$ cat src/rtl/tlc_pkg.sv
// Shared types, default timing constants and per-approach lamp decode for
// the traffic-light phase controller (flash feature gated by TLC_FLASH_EN).
package tlc_pkg;

  typedef enum logic [1:0] {
    ALLRED = 2'd0,
    GREEN  = 2'd1,
    YELLOW = 2'd2,
    FLASH  = 2'd3
  } phase_e;

  localparam int unsigned DEF_N_DIR        = 4;
  localparam int unsigned DEF_GREEN_TICKS  = 8;
  localparam int unsigned DEF_YELLOW_TICKS = 2;
  localparam int unsigned DEF_ALLRED_TICKS = 1;
  localparam int unsigned DEF_CNT_W        = 8;

  typedef struct packed {
    logic red;
    logic yellow;
    logic green;
  } lamp_t;

  // Exactly one lamp per approach; only the owning approach leaves red.
  function automatic lamp_t lamp_decode(phase_e ph, logic is_active, logic blink);
    lamp_t l;
    l = '{red: 1'b1, yellow: 1'b0, green: 1'b0};
    case (ph)
      GREEN:   if (is_active) l = '{red: 1'b0, yellow: 1'b0, green: 1'b1};
      YELLOW:  if (is_active) l = '{red: 1'b0, yellow: 1'b1, green: 1'b0};
      FLASH:   l = '{red: 1'b0, yellow: blink, green: 1'b0};
      default: ;
    endcase
    return l;
  endfunction

endpackage

$ cat src/rtl/tlc_phase_ctrl_if.sv
// Request/lamp bundle between the traffic-light controller (slave) and its
// environment (master). flash_req is only consumed with TLC_FLASH_EN.
interface tlc_phase_ctrl_if
  import tlc_pkg::*;
#(
  parameter int unsigned N_DIR = DEF_N_DIR,
  parameter int unsigned DIR_W = $clog2(N_DIR)
) ();

  logic             tick_en;
  logic [N_DIR-1:0] car_req;
  logic             flash_req;
  logic [N_DIR-1:0] red;
  logic [N_DIR-1:0] yellow;
  logic [N_DIR-1:0] green;
  logic [DIR_W-1:0] active_dir;
  logic [1:0]       phase;

  modport master (
    output tick_en, car_req, flash_req,
    input  red, yellow, green, active_dir, phase
  );

  modport slave (
    input  tick_en, car_req, flash_req,
    output red, yellow, green, active_dir, phase
  );

endinterface

$ cat src/rtl/tlc_rr_pick.sv
// Combinational round-robin picker: first set request at or after base_i,
// wrapping modulo N_DIR; idx_o falls back to base_i when nothing is set.
module tlc_rr_pick #(
  parameter int unsigned N_DIR = 4,
  parameter int unsigned DIR_W = $clog2(N_DIR)
) (
  input  logic [N_DIR-1:0] req_i,
  input  logic [DIR_W-1:0] base_i,
  output logic [DIR_W-1:0] idx_o,
  output logic             found_o
);

  int unsigned      cand;
  logic [DIR_W-1:0] cand_idx;

  always_comb begin
    idx_o    = base_i;
    found_o  = 1'b0;
    cand     = 0;
    cand_idx = '0;
    for (int unsigned i = 0; i < N_DIR; i++) begin
      // base_i < N_DIR, so one conditional subtract is a full modulo
      cand = 32'(base_i) + i;
      if (cand >= N_DIR) cand = cand - N_DIR;
      cand_idx = DIR_W'(cand);
      if (!found_o && req_i[cand_idx]) begin
        idx_o   = cand_idx;
        found_o = 1'b1;
      end
    end
  end

endmodule

$ cat src/rtl/tlc_phase_ctrl.sv
// Multi-approach traffic-light phase controller: GREEN -> YELLOW -> ALLRED
// round-robin with demand skipping and rest-in-green. Optional TLC_FLASH_EN.
module tlc_phase_ctrl
  import tlc_pkg::*;
#(
  parameter int unsigned N_DIR        = DEF_N_DIR,
  parameter int unsigned GREEN_TICKS  = DEF_GREEN_TICKS,
  parameter int unsigned YELLOW_TICKS = DEF_YELLOW_TICKS,
  parameter int unsigned ALLRED_TICKS = DEF_ALLRED_TICKS,
  parameter int unsigned CNT_W        = DEF_CNT_W,
  parameter int unsigned DIR_W        = $clog2(N_DIR)
) (
  input  logic           clk,
  input  logic           rst_n,
  tlc_phase_ctrl_if.slave bus
);

  localparam logic [CNT_W-1:0] G_LD = CNT_W'(GREEN_TICKS - 1);
  localparam logic [CNT_W-1:0] Y_LD = CNT_W'(YELLOW_TICKS - 1);
  localparam logic [CNT_W-1:0] A_LD = CNT_W'(ALLRED_TICKS - 1);
  localparam logic [DIR_W-1:0] LAST = DIR_W'(N_DIR - 1);

  phase_e           state_q, state_d;
  logic [CNT_W-1:0] timer_q, timer_d;
  logic [DIR_W-1:0] dir_q, dir_d;
  logic             blink_q, blink_d;

  logic             expire;
  logic [DIR_W-1:0] dir_next;
  logic [N_DIR-1:0] dir_mask;
  logic             leave_green;
  logic [DIR_W-1:0] pick_idx;
  logic             pick_found;
  lamp_t            lamp_w;

  assign expire   = bus.tick_en && (timer_q == '0);
  assign dir_next = (dir_q == LAST) ? '0 : dir_q + DIR_W'(1);
  assign dir_mask = N_DIR'(1) << dir_q;
  // Competing demand ends green; zero demand keeps the fixed-time rotation going.
  assign leave_green = (|(bus.car_req & ~dir_mask)) || (bus.car_req == '0);

  tlc_rr_pick #(
    .N_DIR(N_DIR),
    .DIR_W(DIR_W)
  ) u_pick (
    .req_i  (bus.car_req),
    .base_i (dir_next),
    .idx_o  (pick_idx),
    .found_o(pick_found)
  );

  always_ff @(posedge clk or negedge rst_n) begin
    if (!rst_n) begin
      state_q <= ALLRED;
      timer_q <= A_LD;
      dir_q   <= LAST;
      blink_q <= 1'b0;
    end else begin
      state_q <= state_d;
      timer_q <= timer_d;
      dir_q   <= dir_d;
      blink_q <= blink_d;
    end
  end

  always_comb begin
    state_d = state_q;
    timer_d = timer_q;
    dir_d   = dir_q;
    blink_d = blink_q;
    if (bus.tick_en) timer_d = timer_q - CNT_W'(1);
    case (state_q)
      ALLRED: if (expire) begin
        state_d = GREEN;
        timer_d = G_LD;
        dir_d   = pick_found ? pick_idx : dir_next;
      end
      GREEN: if (expire) begin
        if (leave_green) begin
          state_d = YELLOW;
          timer_d = Y_LD;
        end else begin
          timer_d = G_LD;
        end
      end
      YELLOW: if (expire) begin
        state_d = ALLRED;
        timer_d = A_LD;
      end
      default: begin
`ifdef TLC_FLASH_EN
        timer_d = timer_q;
        if (bus.tick_en) blink_d = ~blink_q;
        if (!bus.flash_req) begin
          state_d = ALLRED;
          timer_d = A_LD;
          blink_d = 1'b0;
        end
`else
        state_d = ALLRED;
        timer_d = A_LD;
        blink_d = 1'b0;
`endif
      end
    endcase
`ifdef TLC_FLASH_EN
    if (bus.flash_req && (state_q != FLASH)) begin
      state_d = FLASH;
      timer_d = timer_q;
      dir_d   = dir_q;
      blink_d = 1'b0;
    end
`endif
  end

  always_comb begin
    bus.red    = '0;
    bus.yellow = '0;
    bus.green  = '0;
    lamp_w     = '0;
    for (int unsigned k = 0; k < N_DIR; k++) begin
      lamp_w        = lamp_decode(state_q, dir_q == DIR_W'(k), blink_q);
      bus.red[k]    = lamp_w.red;
      bus.yellow[k] = lamp_w.yellow;
      bus.green[k]  = lamp_w.green;
    end
  end

  assign bus.phase      = state_q;
  assign bus.active_dir = dir_q;

endmodule

$ cat src/flat_wrapper.sv
// flat-port wrapper written by rule: the top's interface ports become plain ports
module tlc_phase_ctrl_flat import tlc_pkg::*;
#(
  parameter int unsigned N_DIR        = DEF_N_DIR,
  parameter int unsigned GREEN_TICKS  = DEF_GREEN_TICKS,
  parameter int unsigned YELLOW_TICKS = DEF_YELLOW_TICKS,
  parameter int unsigned ALLRED_TICKS = DEF_ALLRED_TICKS,
  parameter int unsigned CNT_W        = DEF_CNT_W,
  parameter int unsigned DIR_W        = $clog2(N_DIR)
)
  (clk, rst_n, bus_tick_en, bus_car_req, bus_flash_req, bus_red, bus_yellow, bus_green, bus_active_dir, bus_phase);
  tlc_phase_ctrl_if #(.N_DIR(N_DIR), .DIR_W(DIR_W)) bus_i ();
  input  logic clk;
  input  logic rst_n;
  input wire logic [$bits(bus_i.tick_en)-1:0] bus_tick_en;
  input wire logic [$bits(bus_i.car_req)-1:0] bus_car_req;
  input wire logic [$bits(bus_i.flash_req)-1:0] bus_flash_req;
  output wire logic [$bits(bus_i.red)-1:0] bus_red;
  output wire logic [$bits(bus_i.yellow)-1:0] bus_yellow;
  output wire logic [$bits(bus_i.green)-1:0] bus_green;
  output wire logic [$bits(bus_i.active_dir)-1:0] bus_active_dir;
  output wire logic [$bits(bus_i.phase)-1:0] bus_phase;
  assign bus_i.tick_en = bus_tick_en;
  assign bus_i.car_req = bus_car_req;
  assign bus_i.flash_req = bus_flash_req;
  assign bus_red = bus_i.red;
  assign bus_yellow = bus_i.yellow;
  assign bus_green = bus_i.green;
  assign bus_active_dir = bus_i.active_dir;
  assign bus_phase = bus_i.phase;
  tlc_phase_ctrl #(.N_DIR(N_DIR), .GREEN_TICKS(GREEN_TICKS), .YELLOW_TICKS(YELLOW_TICKS), .ALLRED_TICKS(ALLRED_TICKS), .CNT_W(CNT_W), .DIR_W(DIR_W)) u_core (.clk(clk), .rst_n(rst_n), .bus(bus_i));
endmodule
$ cat config.mk
export PLATFORM = sky130hd
export DESIGN_NAME = tlc_phase_ctrl_flat
export DESIGN_NICKNAME = d
export VERILOG_FILES = /design/src/rtl/tlc_pkg.sv /design/src/rtl/tlc_phase_ctrl_if.sv /design/src/rtl/tlc_rr_pick.sv /design/src/rtl/tlc_phase_ctrl.sv /design/src/flat_wrapper.sv
export SDC_FILE = /design/constraint.sdc
export NUM_CORES = 1
export LEC_CHECK = 0
export ABC_AREA = 1
export CELL_PAD_IN_SITES_DETAIL_PLACEMENT = 0
export CELL_PAD_IN_SITES_GLOBAL_PLACEMENT = 1
export CORE_MARGIN = 3
export CORE_UTILIZATION = 35
export CTS_BUF_LIST = sky130_fd_sc_hd__clkbuf_2
export DETAILED_ROUTE_END_ITERATION = 8
export DONT_BUFFER_PORTS = 1
export GPL_ROUTABILITY_DRIVEN = 0
export PLACE_DENSITY = 0.73
export SLEW_MARGIN = 25
export SYNTH_ARGS = -nofsm -noshare
export SYNTH_HDL_FRONTEND = slang
export SYNTH_HIERARCHICAL = 1
export SYNTH_SLANG_ARGS = --single-unit
$ cat constraint.sdc
create_clock -name clk -period 5.1 [get_ports clk]
set_clock_uncertainty 0.2 [all_clocks]
set_input_delay 1.02 -clock clk [delete_from_list [all_inputs] [get_ports clk]]
set_output_delay 1.02 -clock clk [all_outputs]
set_load 0.02 [all_outputs]
# After elaboration in Yosys (flattened, before gate mapping)
# Cells that the tools add are included.
[totals]
register_bits = 12
latchBits = 0
ram_bits = 0
romBits = 0
mem_count = 0
[classes]
add_sub_neg = 9
n_mul = 0
div = 0
n_lt_le_gt_ge = 8
n_eq_ne = 10
shifts = 1
n_mux = 45
n_bitwise = 2
n_reduce_logical = 15
[op_table]
columns = ["operator", "n"]
rows = [
  ["$pmux W3 S3", 4],
  ["$mux W8", 4],
  ["$mux W2", 14],
  ["$mux W3", 9],
  ["$pmux W8 S3", 1],
  ["$lt A2 B3 Y1 const B", 4],
  ["$ge A3 B3 Y1 const B", 3],
  ["$bmux W1 S2", 4],
  ["$eq A2 B2 Y1 const B", 4],
  ["$logic_not A8 Y1", 1],
  ["$mux W1", 8],
  ["$ne A2 B1 Y1 const B", 4],
  ["$sub A2 B1 Y2 const B", 4],
  ["$sub A8 B1 Y8 const B", 1],
  ["$add A2 B2 Y3 const B", 2],
  ["$pmux W2 S3", 1],
  ["$and A4 B4 Y4", 1],
  ["$eq A2 B1 Y1 const B", 2],
  ["$logic_and A1 B1 Y1", 4],
  ["$logic_not A2 Y1", 2],
  ["$logic_not A4 Y1", 1],
  ["$not A4 Y4", 1],
  ["$reduce_and A4 Y1", 1],
  ["$reduce_or A4 Y1", 1],
  ["7 further kinds", 9],
]

# Depth between registers and ports, before layout
# Gate-level depths: netlist of run 1.
[depth]
word_depth = 17
mapped_depth = 15
mapped_depth_nobuf = 15

# Cells and area by module
# Netlist of run 1, hierarchy kept.
[by_module_without_submodules]
columns = ["module", "instances", "cells_per_inst", "area_per_inst_um2", "seq_area_each_um2"]
rows = [
  ["tlc_phase_ctrl", 1, 124, 905.9, 302.8],
  ["tlc_rr_pick", 1, 64, 299.0, 0.0],
]

# Worst setup path before layout of run 1
# OpenSTA, ideal clock, no wires.
[synth_path]
kind = "flip-flop to output port"
start = "register u_core.dir_q[0], in the netlist u_core/bus.active_dir[0]"
end = "output port bus_red[2]"
arrival_time_ns = 1.398
setup_slack_ns = 2.482
stages_incl_launch_ff = 4
n_path_buf = 0
cell_sequence = "dfstp_2 -> inv_1 -> ha_1 -> o21ai_0"
[synth_between]
elab_chain_cells = 3
word_cells_on_any_way = 4
[synth_lines]
columns = ["element", "line", "text"]
rows = [
  ["start: declaration", "tlc_phase_ctrl.sv:25", "logic [DIR_W-1:0] dir_q, dir_d;"],
  ["start signal: assignment", "tlc_phase_ctrl.sv:61", "dir_q <= dir_d;"],
  ["$eq A2 B2 Y1 (*)", "tlc_phase_ctrl.sv:122", "lamp_w = lamp_decode(state_q, dir_q == DIR_W'(k), blink_q);"],
  ["$mux W3, on equally long branches", "tlc_pkg.sv:30, tlc_pkg.sv:29", ""],
  ["$pmux W3 S3 (*)", "tlc_pkg.sv:28", "case (ph)"],
  ["end: declaration", "flat_wrapper.sv:18", "output wire logic [$bits(bus_i.red)-1:0] bus_red;"],
]
# Every way passes the cells marked *; elsewhere a longest branch is shown, timed or not.

# Worst setup path after layout of run 1
# Same ends and word-level chain as after synthesis.

==> results.md, run 1 <==
* Status: finished, final reports clean
* 1st-iter DRT viols at 36
* Postcts setup bufs at 0
* Mapped Area at 1205 sq um
* Period utilization at 59.68%
* Dpl ws at 2.252 ns
* CP max FO at 7
* Post-CTS resize count at 0
* Ports at 24
* WL/cell at 10.84 um
* Global routing usage on met3 at 3.986%
* Maximum vdd ir drop at 0.2301 mV
* Commonest non-fill, non-tap cells in the layout: nand2_1 (62), inv_1 (27), nor2_1 (23)
* Post-layout net count at 205
* Max H-tree Level at 1
* Final min period at 3.044 ns
* Final hold violation count at 0
* Gr usage total at 13.42%
* First-pass GRT wire length at 4464 um
* Final cell count without fillers at 235
* Worst setup EP type: output port
* Setup TNS at 0 ns
* Post-DP HPWL at 2081 um
* PwrDens at 660.5 nW/um^2
* Skew-Pair Late Insertion Delay at 0.28 ns
* Fmax achieved at 0.3285 GHz
* Core ar. at 3178 sq um
* Port bufs at 0
* Layout cells sized above 1 at 17.28%
* Site row count at 20
* Cell area after layout at 1271 sq um
* TritonCTS Sinks at 12
* Drt drc at 0
* GRT overflow at 0
* Hold Crit Class: input pin to asynchronous set/reset pin
* N_diodes at 0
* Arr. time, crit path at 1.82 ns
* Final WL at 2548 um
* # setup viols final at 0
* Dpl cells at 231
* GR Util met1 at 18.62%
* Drt via density at 4.570
* Startpoint types: register
* Die Ht at 64.68 um
* Seq/Total Area, Yosys at 25.13%
* Required @ worst endpoint at 3.88 ns
* Die W at 64.68 um
* Number of global-route vias before repair at 1,017
* Final Worst Setup Slack at 2.056 ns
* P&R area growth vs syn at 5.504%
* #FFs+latches synth at 12
* GR peak layer: met2
* Met2 GRT Util at 19.59%
* Post-Synthesis Cells at 188
* Max-Slew Margin vs Limit at 49.66%
* Largest net degree at the start of global routing at 13
* Max Cap Viol at 0
* Clock slew at reported path FFs at 0.12 ns
* Antenna viol nets, final at 0
* Initial antenna violation count at 0
* Clock buffer count from CTS at 3
* Worst-Margin Slew at 0.7524 ns
* Clock root buffer: clkbuf_2
* # hold bufs at CTS at 0
* Unique masters post-synth at 26
* Unrepaired setup endpoints after global routing: false
* Leak at 0.7015 nW
* Mean post-synth cell area at 6.409 sq um
* Final Power at 0.0008397 W
* Placement Cell Area at 1252 sq um
* Final Max Slew Viols at 0
* Syn_nets at 201
* Starting Density at 37.91%
* Commonest non-fill, non-tap cell in the layout: nand2_1
* TritonCTS clock tree: done
* First-pass detailed-route iteration total at 4
* Routed vias at 1,074
* Yosys warnings at 6
* Crit path kind: register to output port
* Die area at 4183 sq um
* CTS max path bufs at 2
cells in the mapped netlist (all sizes together):
| master | number | area [sq um] |
|---|---|---|
| xnor2 | 1 | 8.760 |
| nand2 | 72 | 305.3 |
| ha | 5 | 62.56 |
| inv | 30 | 112.6 |
| nand3 | 11 | 77.58 |
| a21oi | 6 | 33.78 |
| dfstp | 2 | 52.55 |
| nor2 | 31 | 165.2 |
| o21ai | 10 | 61.31 |
| mux2i | 1 | 10.01 |
| nand4 | 2 | 12.51 |
| buf | 1 | 7.510 |
| dfrtp | 10 | 250.2 |
| xor2 | 4 | 35.03 |
| nor3 | 2 | 10.01 |
per-layer routing:
layer,up-vias,wire [um]
met4,0,39
li1,579,-
met1,465,1351
met3,4,163
met2,26,994
met5,-,0
worst paths after layout:
kind | start | depth (start not counted) | slack (ns) | end
min | rst_n | 0 | 0.21 | u_core/timer_q[4]
max in group asynchronous | rst_n | 0 | 4.32 | u_core/bus.active_dir[1]
min in group clk | u_core/timer_q[7] | 2 | 0.37 | u_core/timer_q[7]
min reg2reg | u_core/timer_q[7] | 2 | 0.37 | u_core/timer_q[7]
max | u_core/bus.active_dir[0] | 3 | 2.06 | bus_red[2]
max reg2reg | u_core/bus.active_dir[0] | 12 | 2.27 | u_core/bus.active_dir[0]
metrics by stage:
step           util (%)  hold WS [ns]
2_1_floorplan         -        0.3004
3_3_place_gp      39.41        0.3206
3_5_place_dp      39.41        0.3435
4_1_cts           40.00        0.2035
5_1_grt           40.00        0.1708
6_report          40.00        0.2145
registers in the layout (all words and copies together) (netlist names):
name	cells
u_core/bus.phase	2
u_core/timer_q	8
u_core/bus.active_dir	2
critical path, stage by stage, from the launching register on:
cell and delay [ns]:
dfstp_2 0.68, inv_1 0.09, ha_1 0.22, o21ai_0 0.54
final cells by class:
type / count / area, sq um
Clock inverter: 1 / 3.754
Fill cell: 351 / 1907
Clock buffer: 3 / 15.01
Tap cell: 44 / 55.05
Inverter: 30 / 112.6
Multi-Input combinational cell: 145 / 782.0
Sequential cell: 12 / 302.8
power breakdown:
part,leakage [nW],internal [W],total (W),switching [W]
combinational,0.541,0.000194,0.000582,0.000388
clock,0.0140,0.0000170,0.0000496,0.0000326
sequential,0.146,0.000142,0.000208,0.0000663
logic make-up (layout without fill, tap and decap cells):
logic type / after synthesis / in the layout / synth area share (%)
and+or+nand+nor: 118 / 118 / 47.35
DFF: 12 / 12 / 25.13
xor gates and xnor gates: 5 / 5 / 3.634
AOI/OAI and AO/OA: 16 / 16 / 7.892
adders and majority gates: 5 / 5 / 5.192
muxes: 1 / 1 / 0.8308
buffers and inverters: 31 / 34 / 9.969
No activity file was read; power rests on OpenSTA's default activity.
==> inputs of run 2 (changes only) <==
--- a/config.mk
+++ b/config.mk
@@ -5,7 +5,7 @@
 export SDC_FILE = /design/constraint.sdc
 export NUM_CORES = 1
 export LEC_CHECK = 0
-export ABC_AREA = 1
+export ABC_AREA = 0
 export CELL_PAD_IN_SITES_DETAIL_PLACEMENT = 0
 export CELL_PAD_IN_SITES_GLOBAL_PLACEMENT = 1
 export CORE_MARGIN = 3
@@ -14,7 +14,7 @@
 export DETAILED_ROUTE_END_ITERATION = 8
 export DONT_BUFFER_PORTS = 1
 export GPL_ROUTABILITY_DRIVEN = 0
-export PLACE_DENSITY = 0.73
+export PLACE_DENSITY = 0.71
 export SLEW_MARGIN = 25
 export SYNTH_ARGS = -nofsm -noshare
 export SYNTH_HDL_FRONTEND = slang
==> constraint.sdc (replaced) <==
create_clock -name clk -period 3 [get_ports clk]
set_clock_uncertainty 0.2 [all_clocks]
set_input_delay 0.6 -clock clk [delete_from_list [all_inputs] [get_ports clk]]
set_output_delay 0.6 -clock clk [all_outputs]
set_load 0.02 [all_outputs]
==> results.md, run 2 <==
* Status: finished, final reports clean
* Port bufs at 0
* Cell taking the most area after synthesis: dfrtp_1
* Site row count at 17
* Crit path kind: register to output port
* Mean post-synth cell area at 8.372 sq um
* Number of global-route vias before repair at 752
* Period utilization at 87.62%
* Leak at 0.4537 nW
* GRT overflow at 0
* Top reg by flops: u_core/timer_q
* Routed vias at 770
* Clock buffer count from CTS at 3
* Final WL at 2016 um
* Starting Density at 39.00%
* TritonCTS Sinks at 12
* WL/cell at 14.30 um
* Max Cap Viol at 0
* CP max FO at 9
* Yosys top cell area share at 27.17%
* Primary FF master, synth: dfrtp_1
* First-pass GRT wire length at 3539 um
* Clock root buffer: clkbuf_2
* Final hold violation count at 0
* Commonest non-fill, non-tap cell in the layout: nand2_1
* Layout cells sized above 1 at 10.62%
* # setup viols final at 0
* Cell area after layout at 973.4 sq um
* Drt drc at 0
* Worst setup EP type: output port
* PwrDens at 868.9 nW/um^2
* Antenna viol nets, final at 0
* Startpoint types: register
* TritonCTS clock tree: done
* Max reg flops at 8
* Die area at 3283 sq um
* Synth area leaders: dfrtp_1 (27%), nand2_1 (6.9%), ha_1 (6.8%)
* Post-synth EDFFs at 0
* Die Ht at 57.30 um
* Core ar. at 2361 sq um
* Unrepaired setup endpoints after global routing: false
* Largest net degree at the start of global routing at 21
* First-pass detailed-route iteration total at 4
* Unique masters post-synth at 36
* Final Max Slew Viols at 0
* Clock slew at reported path FFs at 0.14 ns
* Placement Cell Area at 943.4 sq um
* Setup TNS at 0 ns
* Arr. time, crit path at 1.83 ns
* Hold Crit Class: input pin to register
* Die W at 57.30 um
* Post-Synthesis Cells at 110
* Mapped Area at 920.9 sq um
* Skew-Pair Late Insertion Delay at 0.28 ns
* Max H-tree Level at 1
* Commonest non-fill, non-tap cells in the layout: nand2_1 (17), nor2_1 (10), dfrtp_1 (10)
* CTS max path bufs at 2
* Yosys warnings at 6
* Worst-Margin Slew at 0.7122 ns
* Maximum vdd ir drop at 0.4146 mV
* Dpl ws at 0.6690 ns
* #FFs+latches synth at 12
* Post-CTS resize count at 0
* Most common library cells after synthesis: nand2_1 (17), dfrtp_1 (10), nor2_1 (10), inv_1 (9), o21ai_0 (6)
* Fmax achieved at 0.3804 GHz
* Ys async rst share at 100.0%
* Initial antenna violation count at 0
* N_diodes at 0
* Required @ worst endpoint at 2.20 ns
* Max-Slew Margin vs Limit at 52.52%
* WHS at 0.2968 ns
* Final min period at 2.628 ns
* Count leader, synth: nand2_1
* Post-DP HPWL at 1538 um
* Syn_nets at 123
* Gr usage total at 13.57%
* Post-layout net count at 127
* Seq/Total Area, Yosys at 32.88%
* Final Worst Setup Slack at 0.3715 ns
* Ports at 24
* Drt via density at 5.461
* P&R area growth vs syn at 5.707%
* 1st-iter DRT viols at 34
-- run 2: worst paths after layout --
check                               startpoint                        to  slack [ns]  cells past startpoint
max                        u_core/bus.phase[0]              bus_green[2]        0.37                      2
min                                bus_tick_en         u_core/timer_q[0]        0.30                      2
max reg2reg                  u_core/timer_q[0]         u_core/timer_q[2]        0.77                      6
min reg2reg                  u_core/timer_q[7]         u_core/timer_q[7]        0.35                      2
max in group asynchronous                rst_n  u_core/bus.active_dir[0]        1.69                      1
min in group asynchronous                rst_n       u_core/bus.phase[1]        0.51                      1
-- run 2: area by class of cell --
class	instances	area (sq um)
timing repair buffer	2	17.52
inverter	10	37.54
clock buffer	4	20.02
sequential	12	302.8
tap	28	35.03
fill	242	1388
multi-input combinational	85	560.5
-- run 2: timing repair --
item / in CTS / in global routing
buffers inserted: 0 / 0
hold buffers: 1 / 0
hold endpoints to repair: 12 / 0
-- run 2: per-layer routing --
metal / vias to the layer above / share of wire, % / global-route usage, %
li1: 381 / - / -
met1: 366 / 47 / 18.21
met2: 21 / 46 / 21.04
met3: 2 / 6.7 / 4.751
met4: 0 / 0.40 / 2.980
met5: - / 0 / 0
-- run 2: stage by stage --
step                      utilization (%)  std cells  power [W]
after detailed placement            39.96        136  0.0007543
after global placement              39.96        136  0.0007414
after CTS                           41.23        141  0.0008544
after global routing                41.23        141  0.0009369
after floorplan                         -        110  0.0006678
final                               41.23        141  0.0008458
-- run 2: kinds of logic (layout without fill, tap and decap cells) --
logic type                 Yosys count  in the layout  share of synthesized area (%)
DFF                                 12             12                          32.88
muxes                                4              4                          4.891
buffers and inverters               13             16                          6.248
and+or+nand+nor                     53             53                          30.57
AOI/OAI and AO/OA                   17             17                          12.91
adders and majority gates            5              5                          6.793
xor gates and xnor gates             6              6                          5.706
-- run 2: power breakdown --
part           total [W]  internal, W  switching [W]  leakage, nW
sequential      0.000343     0.000239       0.000104        0.146
combinational   0.000411     0.000170       0.000241        0.291
clock          0.0000917    0.0000353      0.0000564       0.0166
total           0.000846     0.000444       0.000402        0.454
-- run 2: worst max-delay path, cell delays in order (launching register included) --
cell      delay (ns)
dfrtp_1         0.58
clkinv_1        0.32
nor3_1          0.64
